==> config.mk <==
export PLATFORM = sky130hd
export DESIGN_NAME = tag_array_ctrl
export DESIGN_NICKNAME = d
export VERILOG_FILES = /design/src/rtl/tag_array_pkg.sv /design/src/rtl/tag_init_sweep.sv /design/src/rtl/tag_array_ctrl.sv
export SDC_FILE = /design/constraint.sdc
export NUM_CORES = 1
export LEC_CHECK = 0
export CORE_MARGIN = 3
export CORE_UTILIZATION = 30
export CTS_CLUSTER_DIAMETER = 100
export DETAILED_ROUTE_END_ITERATION = 7
export PLACE_DENSITY = 0.89
export SLEW_MARGIN = 20
export SYNTH_ARGS = -nofsm -noshare
export SYNTH_HDL_FRONTEND = slang
export SYNTH_HIERARCHICAL = 1
export SYNTH_SLANG_ARGS = --single-unit
==> constraint.sdc <==
create_clock -name clk -period 2.7 [get_ports clk]
set_input_delay 0.27 -clock clk [delete_from_list [all_inputs] [get_ports clk]]
set_output_delay 0.27 -clock clk [all_outputs]
set_load 0.02 [all_outputs]
==> src/rtl/tag_array_pkg.sv <==
// Shared geometry and state encodings for the tag array controller.
// Imported by the sweep counter and the arbiter top.
package tag_array_pkg;

  localparam int NUM_ROWS    = 16;
  localparam int ADDR_WIDTH  = 4;
  localparam int NUM_BLOCKS  = 4;
  localparam int BLOCK_WIDTH = 8;
  localparam int ROW_WIDTH   = NUM_BLOCKS * BLOCK_WIDTH;

  typedef enum logic {
    S_INIT = 1'b0,
    S_RUN  = 1'b1
  } state_e;

  localparam logic [ADDR_WIDTH-1:0] LAST_ROW =
    ADDR_WIDTH'(NUM_ROWS - 1);

endpackage

==> src/rtl/tag_init_sweep.sv <==
// Row counter for the clear sweep.
// Restart wins over enable; done flags the last row.
module tag_init_sweep
  import tag_array_pkg::*;
(
  input  logic                  clk,
  input  logic                  arst_n,
  input  logic                  i_en,
  input  logic                  i_restart,
  output logic [ADDR_WIDTH-1:0] o_cnt,
  output logic                  o_done
);

  logic [ADDR_WIDTH-1:0] cnt_d, cnt_q;

  always_comb begin
    cnt_d = cnt_q;
    if (i_restart) begin
      cnt_d = '0;
    end else if (i_en) begin
      // Wraps to row 0 after the last row, ready for the next sweep.
      cnt_d = cnt_q + ADDR_WIDTH'(1);
    end
  end

  always_ff @(posedge clk or negedge arst_n) begin
    if (!arst_n) begin
      cnt_q <= '0;
    end else begin
      cnt_q <= cnt_d;
    end
  end

  assign o_cnt  = cnt_q;
  assign o_done = (cnt_q == LAST_ROW);

endmodule

==> src/rtl/tag_array_ctrl.sv <==
// Clear-sweep sequencer and read/write arbiter for the tag array.
// Same-row conflicts favour refills until a lookup has starved.
module tag_array_ctrl
  import tag_array_pkg::*;
#(
  parameter int TAG_WIDTH    = 1,
  parameter int STARVE_LIMIT = 3
) (
  input  logic                  clk,
  input  logic                  arst_n,
  input  logic                  i_halt,
  input  logic                  i_lk_valid,
  input  logic [ADDR_WIDTH-1:0] i_lk_addr,
  input  logic [TAG_WIDTH-1:0]  i_lk_tag,
  output logic                  o_lk_ready,
  input  logic                  i_fill_valid,
  input  logic [ADDR_WIDTH-1:0] i_fill_addr,
  input  logic [ROW_WIDTH-1:0]  i_fill_data,
  input  logic [NUM_BLOCKS-1:0] i_fill_wmask,
  output logic                  o_fill_ready,
  input  logic                  i_flush,
  output logic                  o_ta_r_valid,
  output logic [ADDR_WIDTH-1:0] o_ta_r_addr,
  output logic [TAG_WIDTH-1:0]  o_ta_tag,
  output logic                  o_ta_w_valid,
  output logic [ADDR_WIDTH-1:0] o_ta_w_addr,
  output logic [ROW_WIDTH-1:0]  o_ta_w_data,
  output logic [NUM_BLOCKS-1:0] o_ta_w_wmask,
  output logic                  o_init_busy
);

  localparam int SW = $clog2(STARVE_LIMIT + 1);
  localparam logic [SW-1:0] STARVE_MAX = SW'(STARVE_LIMIT);

  state_e state_d, state_q;
  logic [SW-1:0] starve_d, starve_q;

  logic [ADDR_WIDTH-1:0] cnt;
  logic sweep_done;
  logic sweep_en;
  logic sweep_restart;

  logic run;
  logic conflict;
  logic lk_wins;

  assign run      = (state_q == S_RUN);
  assign conflict = i_lk_valid & i_fill_valid &
                    (i_lk_addr == i_fill_addr);
  assign lk_wins  = (starve_q == STARVE_MAX);

  assign sweep_restart = ~i_halt & i_flush;
  assign sweep_en      = ~i_halt & ~run & ~i_flush;

  tag_init_sweep u_sweep (
    .clk       (clk),
    .arst_n    (arst_n),
    .i_en      (sweep_en),
    .i_restart (sweep_restart),
    .o_cnt     (cnt),
    .o_done    (sweep_done)
  );

  always_comb begin
    o_lk_ready   = 1'b0;
    o_fill_ready = 1'b0;
    o_ta_r_valid = 1'b0;
    o_ta_r_addr  = '0;
    o_ta_tag     = '0;
    o_ta_w_valid = 1'b0;
    o_ta_w_addr  = '0;
    o_ta_w_data  = '0;
    o_ta_w_wmask = '0;
    if (!i_halt) begin
      if (!run) begin
        o_ta_w_valid = 1'b1;
        o_ta_w_addr  = cnt;
        o_ta_w_wmask = '1;
      end else begin
        o_lk_ready   = ~(conflict & ~lk_wins);
        o_fill_ready = ~(conflict & lk_wins);
        o_ta_r_valid = i_lk_valid & o_lk_ready;
        o_ta_w_valid = i_fill_valid & o_fill_ready;
        if (o_ta_r_valid) begin
          o_ta_r_addr = i_lk_addr;
          o_ta_tag    = i_lk_tag;
        end
        if (o_ta_w_valid) begin
          o_ta_w_addr  = i_fill_addr;
          o_ta_w_data  = i_fill_data;
          o_ta_w_wmask = i_fill_wmask;
        end
      end
    end
  end

  always_comb begin
    state_d  = state_q;
    starve_d = starve_q;
    if (!i_halt) begin
      if (i_flush) begin
        state_d  = S_INIT;
        starve_d = '0;
      end else if (!run) begin
        if (sweep_done) state_d = S_RUN;
        starve_d = '0;
      end else if (i_lk_valid & conflict & ~o_lk_ready) begin
        starve_d = lk_wins ? starve_q : starve_q + SW'(1);
      end else begin
        starve_d = '0;
      end
    end
  end

  always_ff @(posedge clk or negedge arst_n) begin
    if (!arst_n) begin
      state_q  <= S_INIT;
      starve_q <= '0;
    end else begin
      state_q  <= state_d;
      starve_q <= starve_d;
    end
  end

  assign o_init_busy = ~run;

endmodule

Yosys cells after proc, flatten, opt, wreduce, memory -nomap -nowiden

Cells that the tools add are included.

$add $sub $neg: 2
$mul: 0
Divide/modulo/power cells: 0
$lt $le $gt $ge: 0
Eq/ne operators: 4
Shift operators: 0
Muxes and demuxes: 32
Bitwise logic cells: 18
Reduce and logical (&&, ||, !) cells: 2

Operator list:

| operator              | count |
|---|---|
| $mux W32              | 3 |
| $mux W4               | 11 |
| $mux W1               | 14 |
| $and A1 B1 Y1         | 11 |
| $mux W2               | 4 |
| $not A1 Y1            | 7 |
| $add A4 B1 Y4 const B | 1 |
| $eq A4 B4 Y1          | 1 |
| $eq A4 B4 Y1 const B  | 1 |
| $ne A4 B4 Y1 const B  | 1 |
| $add A2 B1 Y2 const B | 1 |
| $eq A2 B2 Y1 const B  | 1 |
| $reduce_and A2 Y1     | 1 |
| $reduce_bool A2 Y1    | 1 |

Register bits after elaboration: 7
Latch bits: 0
Bits in writable memories: 0
ROM bits: 0
Input bits: 51
Output and inout port bits: 50
Logic and storage cells: 61
Memories kept: 0

Depth between registers and ports, before layout

Gate-level depths: netlist (run 1).

Word-level depth: 11
Depth in mapped cells: 6
Gate-level depth less buffers: 4

Modules after synthesis

Netlist (run 1), hierarchy kept.

By module, submodules not included:

| module         | times used | cells each | area an instance (µm²) | seq. area each (µm²) |
|---|---|---|---|---|
| tag_array_ctrl | 1          | 87         | 690.7                  | 75.1 |
| tag_init_sweep | 1          | 17         | 198.9                  | 100.1 |

Worst setup path after synthesis (run 1)

No wires, ideal clock.

Path kind: reg2out
From: reg starve_q[0]
To: out o_ta_w_data[0]
Data arrival time: 1516 ps
Required time: 2430 ps
Setup slack: 914 ps
Stages on the path, launching flop included: 6
Cells stage by stage: dfrtp_1 ha_1 and3_4 a211oi_4 buf_6 and2_1

Longest elaborated chain between the ends: 7

RTL lines:

| item                   | RTL line              | source |
|---|---|---|
| start, declared        | tag_array_ctrl.sv:36  | `logic [SW-1:0] starve_d, starve_q;` |
| start signal, assigned | tag_array_ctrl.sv:121 | `starve_q <= starve_d;` |
| $eq A2 B2 Y1           | tag_array_ctrl.sv:50  | `assign lk_wins = (starve_q == STARVE_MAX);` |
| $and A1 B1 Y1          | tag_array_ctrl.sv:81  | `o_fill_ready = ~(conflict & lk_wins);` |
| $not A1 Y1             | tag_array_ctrl.sv:81  |  |
| $and A1 B1 Y1          | tag_array_ctrl.sv:83  | `o_ta_w_valid = i_fill_valid & o_fill_ready;` |
| $mux W32               | tag_array_ctrl.sv:88  | `if (o_ta_w_valid) begin` |
| $mux W32               | tag_array_ctrl.sv:75  | `if (!run) begin` |
| $mux W32               | tag_array_ctrl.sv:74  | `if (!i_halt) begin` |
| end, declared          | tag_array_ctrl.sv:27  | `output logic [ROW_WIDTH-1:0] o_ta_w_data,` |

No other way between the ends.

Worst setup path in the final report (run 1)

From: in i_fill_addr[3]
To: out o_ta_w_data[22]

Longest elaborated chain between the ends: 8

RTL lines:

| item            | RTL line             | source |
|---|---|---|
| start, declared | tag_array_ctrl.sv:17 | `input logic [ADDR_WIDTH-1:0] i_fill_addr,` |
| $eq A4 B4 Y1    | tag_array_ctrl.sv:49 | `(i_lk_addr == i_fill_addr);` |
| $and A1 B1 Y1   | tag_array_ctrl.sv:48 | `assign conflict = i_lk_valid & i_fill_valid &` |
| $and A1 B1 Y1   | tag_array_ctrl.sv:81 |  |
| $not A1 Y1      | tag_array_ctrl.sv:81 |  |
| $and A1 B1 Y1   | tag_array_ctrl.sv:83 |  |
| $mux W32        | tag_array_ctrl.sv:88 |  |
| $mux W32        | tag_array_ctrl.sv:75 |  |
| $mux W32        | tag_array_ctrl.sv:74 |  |

No other way between the ends.

==> results of run 1 <==
==> how the worst min path moves through the flow <==
stage / from / endpoint / slack [ps]
after floorplan: arst_n / run / -30
after global placement: starve_q[1] / starve_q[1] / 500
after detailed placement: starve_q[1] / starve_q[1] / 520
after CTS: arst_n / u_sweep/o_cnt[0] / 290
after global routing: arst_n / starve_q[0] / 300
final: arst_n / u_sweep/o_cnt[2] / 280
==> layout by cell type, fill, tap and decap left out, drive strengths merged <==
cell type | netlist | layout
clkdlybuf4s50 | 0 | 95
and2 | 32 | 32
nand3b | 1 | 1
a21bo | 1 | 1
and3 | 2 | 2
dlymetal6s2s | 0 | 5
nor4b | 1 | 1
dfrtp | 7 | 7
a21o | 1 | 1
nand4 | 1 | 1
nor2b | 2 | 2
a31o | 4 | 4
xnor2 | 3 | 3
a21oi | 3 | 3
nand2 | 7 | 7
mux2 | 1 | 1
and4b | 1 | 1
inv | 2 | 2
a22o | 6 | 6
nand2b | 2 | 2
clkbuf | 0 | 4
ha | 2 | 2
buf | 6 | 7
nor3 | 8 | 8
nor2 | 6 | 6
mux2i | 1 | 1
nor3b | 1 | 1
xor2 | 2 | 2
a211oi | 1 | 1
==> registers in the layout, indices dropped and copies added, names as in the netlist <==
signal	cells
starve_q	2
run	1
u_sweep/o_cnt	4
==> power groups by stage <==
stage / Combinational [W] / Clock [W] / Sequential, W
6_report: 0.000167 / 0.0000907 / 0.000125
5_1_grt: 0.000179 / 0.0000997 / 0.000127
4_1_cts: 0.000170 / 0.0000954 / 0.000125
3_5_place_dp: 0.000168 / 0 / 0.000127
3_3_place_gp: 0.000165 / 0 / 0.000126
2_1_floorplan: 0.0000613 / 0 / 0.000124
==> per-stage QoR <==
| stage | instances | utilization, % | hold WS [ps] | total power, W | worst slack, ps |
|---|---|---|---|---|---|
| after global routing | 240 | 70.8 | 296 | 0.000407 | 0.959 |
| after global placement | 236 | 69.4 | 498 | 0.000290 | 71.9 |
| after CTS | 240 | 70.4 | 286 | 0.000391 | 26.4 |
| after floorplan | 104 | - | -25.6 | 0.000185 | 914 |
| after detailed placement | 236 | 69.4 | 515 | 0.000295 | 38.9 |
| final | 240 | 70.8 | 280 | 0.000383 | 98.9 |
==> Yosys cell counts <==
| library cell | number |
|---|---|
| inv_1 | 2 |
| and4b_2 | 1 |
| a22o_2 | 4 |
| a211oi_4 | 1 |
| buf_6 | 5 |
| nand2_1 | 7 |
| and2_1 | 11 |
| ha_1 | 2 |
| mux2i_1 | 1 |
| dfrtp_1 | 7 |
| nor4b_1 | 1 |
| nor3b_1 | 1 |
| xnor2_1 | 3 |
| buf_4 | 1 |
| a21bo_2 | 1 |
| a31o_2 | 4 |
| nor2_1 | 6 |
| xor2_1 | 2 |
| nand3b_1 | 1 |
| a21oi_1 | 3 |
| nor3_2 | 1 |
| mux2_4 | 1 |
| nor2b_1 | 2 |
| a21o_1 | 1 |
| nand2b_1 | 2 |
| and3_1 | 1 |
| nand4_1 | 1 |
| nor3_1 | 7 |
| and2_2 | 21 |
| a22o_1 | 2 |
| and3_4 | 1 |
==> cell families (layout without fill, tap and decap cells) <==
group | after synthesis | after routing
compound gates | 16 | 16
xor+xnor | 5 | 5
simple gates | 64 | 64
fa+ha+maj | 2 | 2
flops | 7 | 7
buf+inv | 8 | 113
mux | 2 | 2
==> area by class of cell <==
type,count,area (um2)
clock buffers,4,26.3
fillers,214,812
inverters,2,7.51
multi-input cells,89,643
flip-flops and latches,7,175
well taps,31,38.8
repair buffers,107,1080
==> metal layers <==
metal,share of wire (%),track usage [%],vias up
met2,51,33.8,59
met5,0,0,-
met3,8.7,2.34,0
met4,0,4.64,0
li1,-,-,563
met1,41,21.8,514
==> worst register-to-register path, cell delays in order (launching register included) <==
cell and delay (ps):
dfrtp_1 410, nor3_1 200, buf_4 170, nand4_1 130
mux2_4 320
==> timing repair <==
action                     4_1_cts  5_1_grt
setup endpoints to repair        0        6
hold endpoints to repair         0        0
resized for setup                0        5
setup buffers                    0        0
==> flow_metrics.py, run 1 <==
metrics = {
    "setup_path": {
        "start_kind": "primary input",
        "arrival_ps": 2330,
        "cp_num_buf_inv": 3,
        "r2r-end": "u_sweep/o_cnt[3]",
        "r2r-start": "run",
        "crit_fanout": 32,
        "end_kind": "output pin",
        "cp_slowest_stage_delay_ps": 610,
        "path_cells": "clkdlybuf4s50_1 > xnor2_1 > and3_4 > a211oi_4 > buf_12 > and2_2 > clkdlybuf4s50_1",
        "r2r_slack_ps": 1350,
        "criticalPathCategory": "primary input to output pin",
        "worstRegToRegCells": 4,
        "critPathLaunch": "i_fill_addr[3]",
        "crit_top_cell": "clkdlybuf4s50_1",
        "cpLargestDelayFamily": "buffers and inverters",
        "endpoint": "o_ta_w_data[22]",
        "critPathRequiredTime_ps": 2430,
        "cp.depth": 7,
        "critPathSlowestCell": "clkdlybuf4s50_1",
    },
    "drt": {
        "first_iter_violations": 48,
        "route.antenna.remaining_nets": 0,
        "routed_via_density": 4.73,
        "drc": 0,
        "vias": 1136,
        "wl_um": 3590,
        "wl_per_cell_um": 15.0,
        "dr.pass1.iters": 4,
    },
    "global_route": {
        "grt_pass1_vias": 1057,
        "track_usage_pct": 18.1,
        "grt_overflow": 0,
        "antenna_found_initial": 0,
        "grt_max_degree": 33,
        "grt_pass1_wl_um": 5010,
    },
    "yosys": {
        "syn_nets": 157,
        "synthCells": 104,
        "ys_types": 31,
        "ys_seq_area_share_pct": 19.7,
        "synthAdderAreaFrac_pct": 2.81,
        "avgSynthCellArea_um2": 8.55,
        "synth_compound_area_share_pct": 16.3,
        "syn_area_um2": 890,
        "synth_xor_area_share_pct": 4.92,
        "synth_simple_gate_area_share_pct": 45.4,
        "synth_warnings": 6,
        "synth_top_family_by_area": "simple AND/OR/NAND/NOR gates",
        "ys_top_cells_by_area": "dfrtp_1 20%, and2_2 18%, and2_1 7.7%",
        "synth_mux_area_share_pct": 2.81,
        "netlist.top_cell.by_area": "dfrtp_1",
        "synth_top_area_share_pct": 19.7,
        "ys_ff_latch": 7,
    },
    "finish": {
        "area_growth_pct": 121,
        "num-nets-final": 263,
        "finalInstanceArea_mm2": 0.00197,
        "drive_above_1_share_pct": 21.5,
        "antenna-diode-count": 0,
    },
    "pwr": {
        "leakagePower_nw": 0.884,
        "clock_power_share_pct": 23.7,
        "combPwrFrac_pct": 43.6,
        "p_int_w": 0.000279,
        "ir_worst_vdd_uv": 286,
        "p_sw_share_pct": 27.1,
        "power_density_mw_per_mm2": 194,
        "seqPwrFrac_pct": 32.7,
        "p_sw_w": 0.000104,
    },
    "sta": {
        "setup_tns_ps": 0,
        "rsz0062_at_grt": "no",
        "clock_skew_ps": 2.42,
        "worst_pin_slew_ps": 404,
        "maxSlewHeadroom_pct": 73.0,
        "layout_min_cycle_time_ps": 2600,
        "finalHoldViolCount": 0,
        "slew_viol_final": 0,
        "min_period_over_period_pct": 96.3,
        "timing.fmax_mhz": 384,
        "finalSetupViolCount": 0,
    },
    "floorplanning": {
        "num_io_pins": 101,
        "design.core.area_mm2": 0.00278,
        "die_w_um": 60.5,
        "rows": 19,
        "initial_core_util_pct": 32.0,
        "die_y_um": 60.5,
        "dieArea_mm2": 0.00365,
    },
    "cts": {
        "cts_root_buffer": "clkbuf_4",
        "clk_pin_slew_ps": 50,
        "cts_tree": "yes",
        "insertion_delay_ps": 240,
        "cts_inserted_buffers": 3,
        "h-tree-depth": 1,
        "hold_buffers": 0,
        "cts_buffer_depth": 2,
        "cts.sinks": 7,
    },
    "place": {
        "finalWeightedCongestion": 0.832,
        "dp_hpwl_um": 3060,
        "placed_area_mm2": 0.00193,
        "port_buffers": 100,
    },
    "min_path": {
        "hp-class": "primary input to async pin",
    },
    "status": {
        "status": "finished, final reports clean",
    },
    "job": {
        "max-cap-violations": 0,
    },
}
(Power assumes the default switching activity.)
==> run 2, diff against run 1 <==
--- a/config.mk
+++ b/config.mk
@@ -8,6 +8,7 @@
 export CORE_MARGIN = 3
 export CORE_UTILIZATION = 30
 export CTS_CLUSTER_DIAMETER = 100
+export CTS_CLUSTER_SIZE = 30
 export DETAILED_ROUTE_END_ITERATION = 7
 export PLACE_DENSITY = 0.89
 export SLEW_MARGIN = 20
==> results of run 2 <==
No change in the layout: final DEF, timing and power equal those of run 1.
==> run 3, diff against run 2 <==
--- a/config.mk
+++ b/config.mk
@@ -6,11 +6,11 @@
 export NUM_CORES = 1
 export LEC_CHECK = 0
 export CORE_MARGIN = 3
-export CORE_UTILIZATION = 30
+export CORE_UTILIZATION = 27
 export CTS_CLUSTER_DIAMETER = 100
 export CTS_CLUSTER_SIZE = 30
 export DETAILED_ROUTE_END_ITERATION = 7
-export PLACE_DENSITY = 0.89
+export PLACE_DENSITY = 0.82
 export SLEW_MARGIN = 20
 export SYNTH_ARGS = -nofsm -noshare
 export SYNTH_HDL_FRONTEND = slang
==> constraint.sdc (replaced) <==
create_clock -name clk -period 2.75 [get_ports clk]
set_input_delay 0.275 -clock clk [delete_from_list [all_inputs] [get_ports clk]]
set_output_delay 0.275 -clock clk [all_outputs]
set_load 0.02 [all_outputs]
==> run 3 against run 2 <==
  * Clock skew shrank 0.90 ps
  * Critical endpoint is now o_ta_w_addr[0]
  * Core utilization shrank 7.9 points
  * First-iteration DRC count shrank 40%
  * Clock-buffer cell count is the same
  * Sequential share of layout area grew 0.074 points
  * Worst setup slack gained 3.6 ps
  * Non-clock buffer count shrank 1
  * Flip-flop and latch count is the same
  * Register-to-register slack gained 80 ps
  * Die area grew 10%
  * Largest power group unchanged
  * Combinational power is essentially flat
  * Cell area shrank 0.83%
==> flow_metrics.py, run 3 (synthesis results as in run 1) <==
metrics = {
    "status": {
        "status": "finished, final reports clean",
    },
    "sta": {
        "finalSetupViolCount": 0,
        "worst_pin_slew_ps": 565,
        "clock_skew_ps": 1.51,
        "timing.fmax_mhz": 378,
        "layout_min_cycle_time_ps": 2650,
        "setup_ws_ps": 102,
        "finalHoldViolCount": 0,
        "setup_tns_ps": 0,
        "maxSlewHeadroom_pct": 62.2,
        "min_period_over_period_pct": 96.3,
        "rsz0062_at_grt": "no",
        "hold_slack_ps": 283,
        "slew_viol_final": 0,
    },
    "global_route": {
        "grt_overflow": 0,
        "track_usage_pct": 18.0,
        "grt_max_degree": 20,
        "antenna_found_initial": 0,
        "grt_pass1_wl_um": 5770,
        "grt_pass1_vias": 1148,
    },
    "setup_path": {
        "r2r-end": "u_sweep/o_cnt[3]",
        "crit_fanout": 19,
        "criticalPathCategory": "primary input to output pin",
        "start_kind": "primary input",
        "end_kind": "output pin",
        "critPathRequiredTime_ps": 2480,
        "r2r_slack_ps": 1430,
        "r2r-start": "run",
        "path_cells": "clkdlybuf4s50_1 > xor2_1 > nor3_2 > a211oi_4 > buf_4 > a22o_2 > clkdlybuf4s50_1",
        "critPathLaunch": "i_fill_addr[2]",
        "cp_slowest_stage_delay_ps": 550,
        "arrival_ps": 2370,
        "endpoint": "o_ta_w_addr[0]",
        "cpLargestDelayFamily": "buffers and inverters",
        "critPathSlowestCell": "clkdlybuf4s50_1",
        "cp.depth": 7,
        "crit_top_cell": "clkdlybuf4s50_1",
        "worstRegToRegCells": 4,
        "cp_num_buf_inv": 3,
    },
    "finish": {
        "drive_above_1_share_pct": 21.2,
        "num-nets-final": 262,
        "area_growth_pct": 120,
        "antenna-diode-count": 0,
        "final_common_cell": "clkdlybuf4s50_1",
        "largest_reg_flops": 4,
        "final_cell_mix": "100 x clkdlybuf4s50_1, 21 x and2_2, 11 x and2_1",
        "finalInstanceArea_mm2": 0.00195,
    },
    "drt": {
        "dr.pass1.iters": 4,
        "vias": 1148,
        "wl_um": 3650,
        "route.antenna.remaining_nets": 0,
        "first_iter_violations": 29,
        "drc": 0,
        "wl_per_cell_um": 14.5,
        "routed_via_density": 4.56,
    },
    "place": {
        "dp_hpwl_um": 3170,
        "finalWeightedCongestion": 0.802,
        "port_buffers": 100,
        "placed_area_mm2": 0.00193,
        "dp_slack_ps": 69.4,
    },
    "pwr": {
        "leakagePower_nw": 0.787,
        "power_density_mw_per_mm2": 193,
        "ir_worst_vdd_uv": 211,
    },
    "job": {
        "max-cap-violations": 0,
    },
    "cts": {
        "hold_buffers": 0,
        "h-tree-depth": 1,
        "cts-resized-gates": 0,
        "clk_pin_slew_ps": 50,
        "cts_tree": "yes",
        "cts_setup_buffers": 0,
        "cts_buffer_depth": 2,
        "cts.sinks": 7,
        "cts_root_buffer": "clkbuf_4",
        "insertion_delay_ps": 240,
        "cts_inserted_buffers": 3,
    },
    "floorplanning": {
        "die_w_um": 63.4,
        "initial_core_util_pct": 28.7,
        "rows": 20,
        "num_io_pins": 101,
        "design.core.area_mm2": 0.00310,
        "die_y_um": 63.4,
        "dieArea_mm2": 0.00402,
    },
    "min_path": {
        "hp-class": "primary input to async pin",
    },
}
## run 3: stage by stage
| stage | cells | power, W | util, % |
|---|---|---|---|
| 6_report | 252 | 0.000377 | 62.9 |
| 4_1_cts | 252 | 0.000383 | 62.9 |
| 2_1_floorplan | 104 | 0.000182 | - |
| 3_5_place_dp | 248 | 0.000290 | 62.1 |
| 5_1_grt | 252 | 0.000407 | 62.9 |
| 3_3_place_gp | 248 | 0.000286 | 62.1 |
## run 3: worst min path at each step
stage / start / endpoint / slack (ps) / depth (start not counted)
floorplan: arst_n / run / -20 / 0
global placement: starve_q[1] / starve_q[1] / 500 / 1
detailed placement: starve_q[1] / starve_q[1] / 500 / 1
CTS: arst_n / u_sweep/o_cnt[0] / 280 / 1
global route: arst_n / u_sweep/o_cnt[0] / 270 / 1
finish: arst_n / u_sweep/o_cnt[0] / 280 / 1
## run 3: routing by layer
metal  global-route usage (%)  vias up  share of wire [%]
met3                     4.63        4                7.8
met1                     19.2      523                 37
met5                        0        -                  0
met4                     4.85        0               0.79
li1                         -      563                  -
met2                     34.4       58                 54
## run 3: area by class of cell
class                      instances  area [um2]
clock buffer                       4        26.3
fill                             283        1150
inverter                           2        7.51
multi-input combinational         89         643
sequential                         7         175
tap                               44        55.1
timing repair buffer             106        1050
## run 3: report_power, final
group | switching [W] | internal, W | total, W
logic | 0.0000591 | 0.000107 | 0.000166
clock network | 0.0000328 | 0.0000550 | 0.0000878
registers | 0.0000107 | 0.000112 | 0.000123
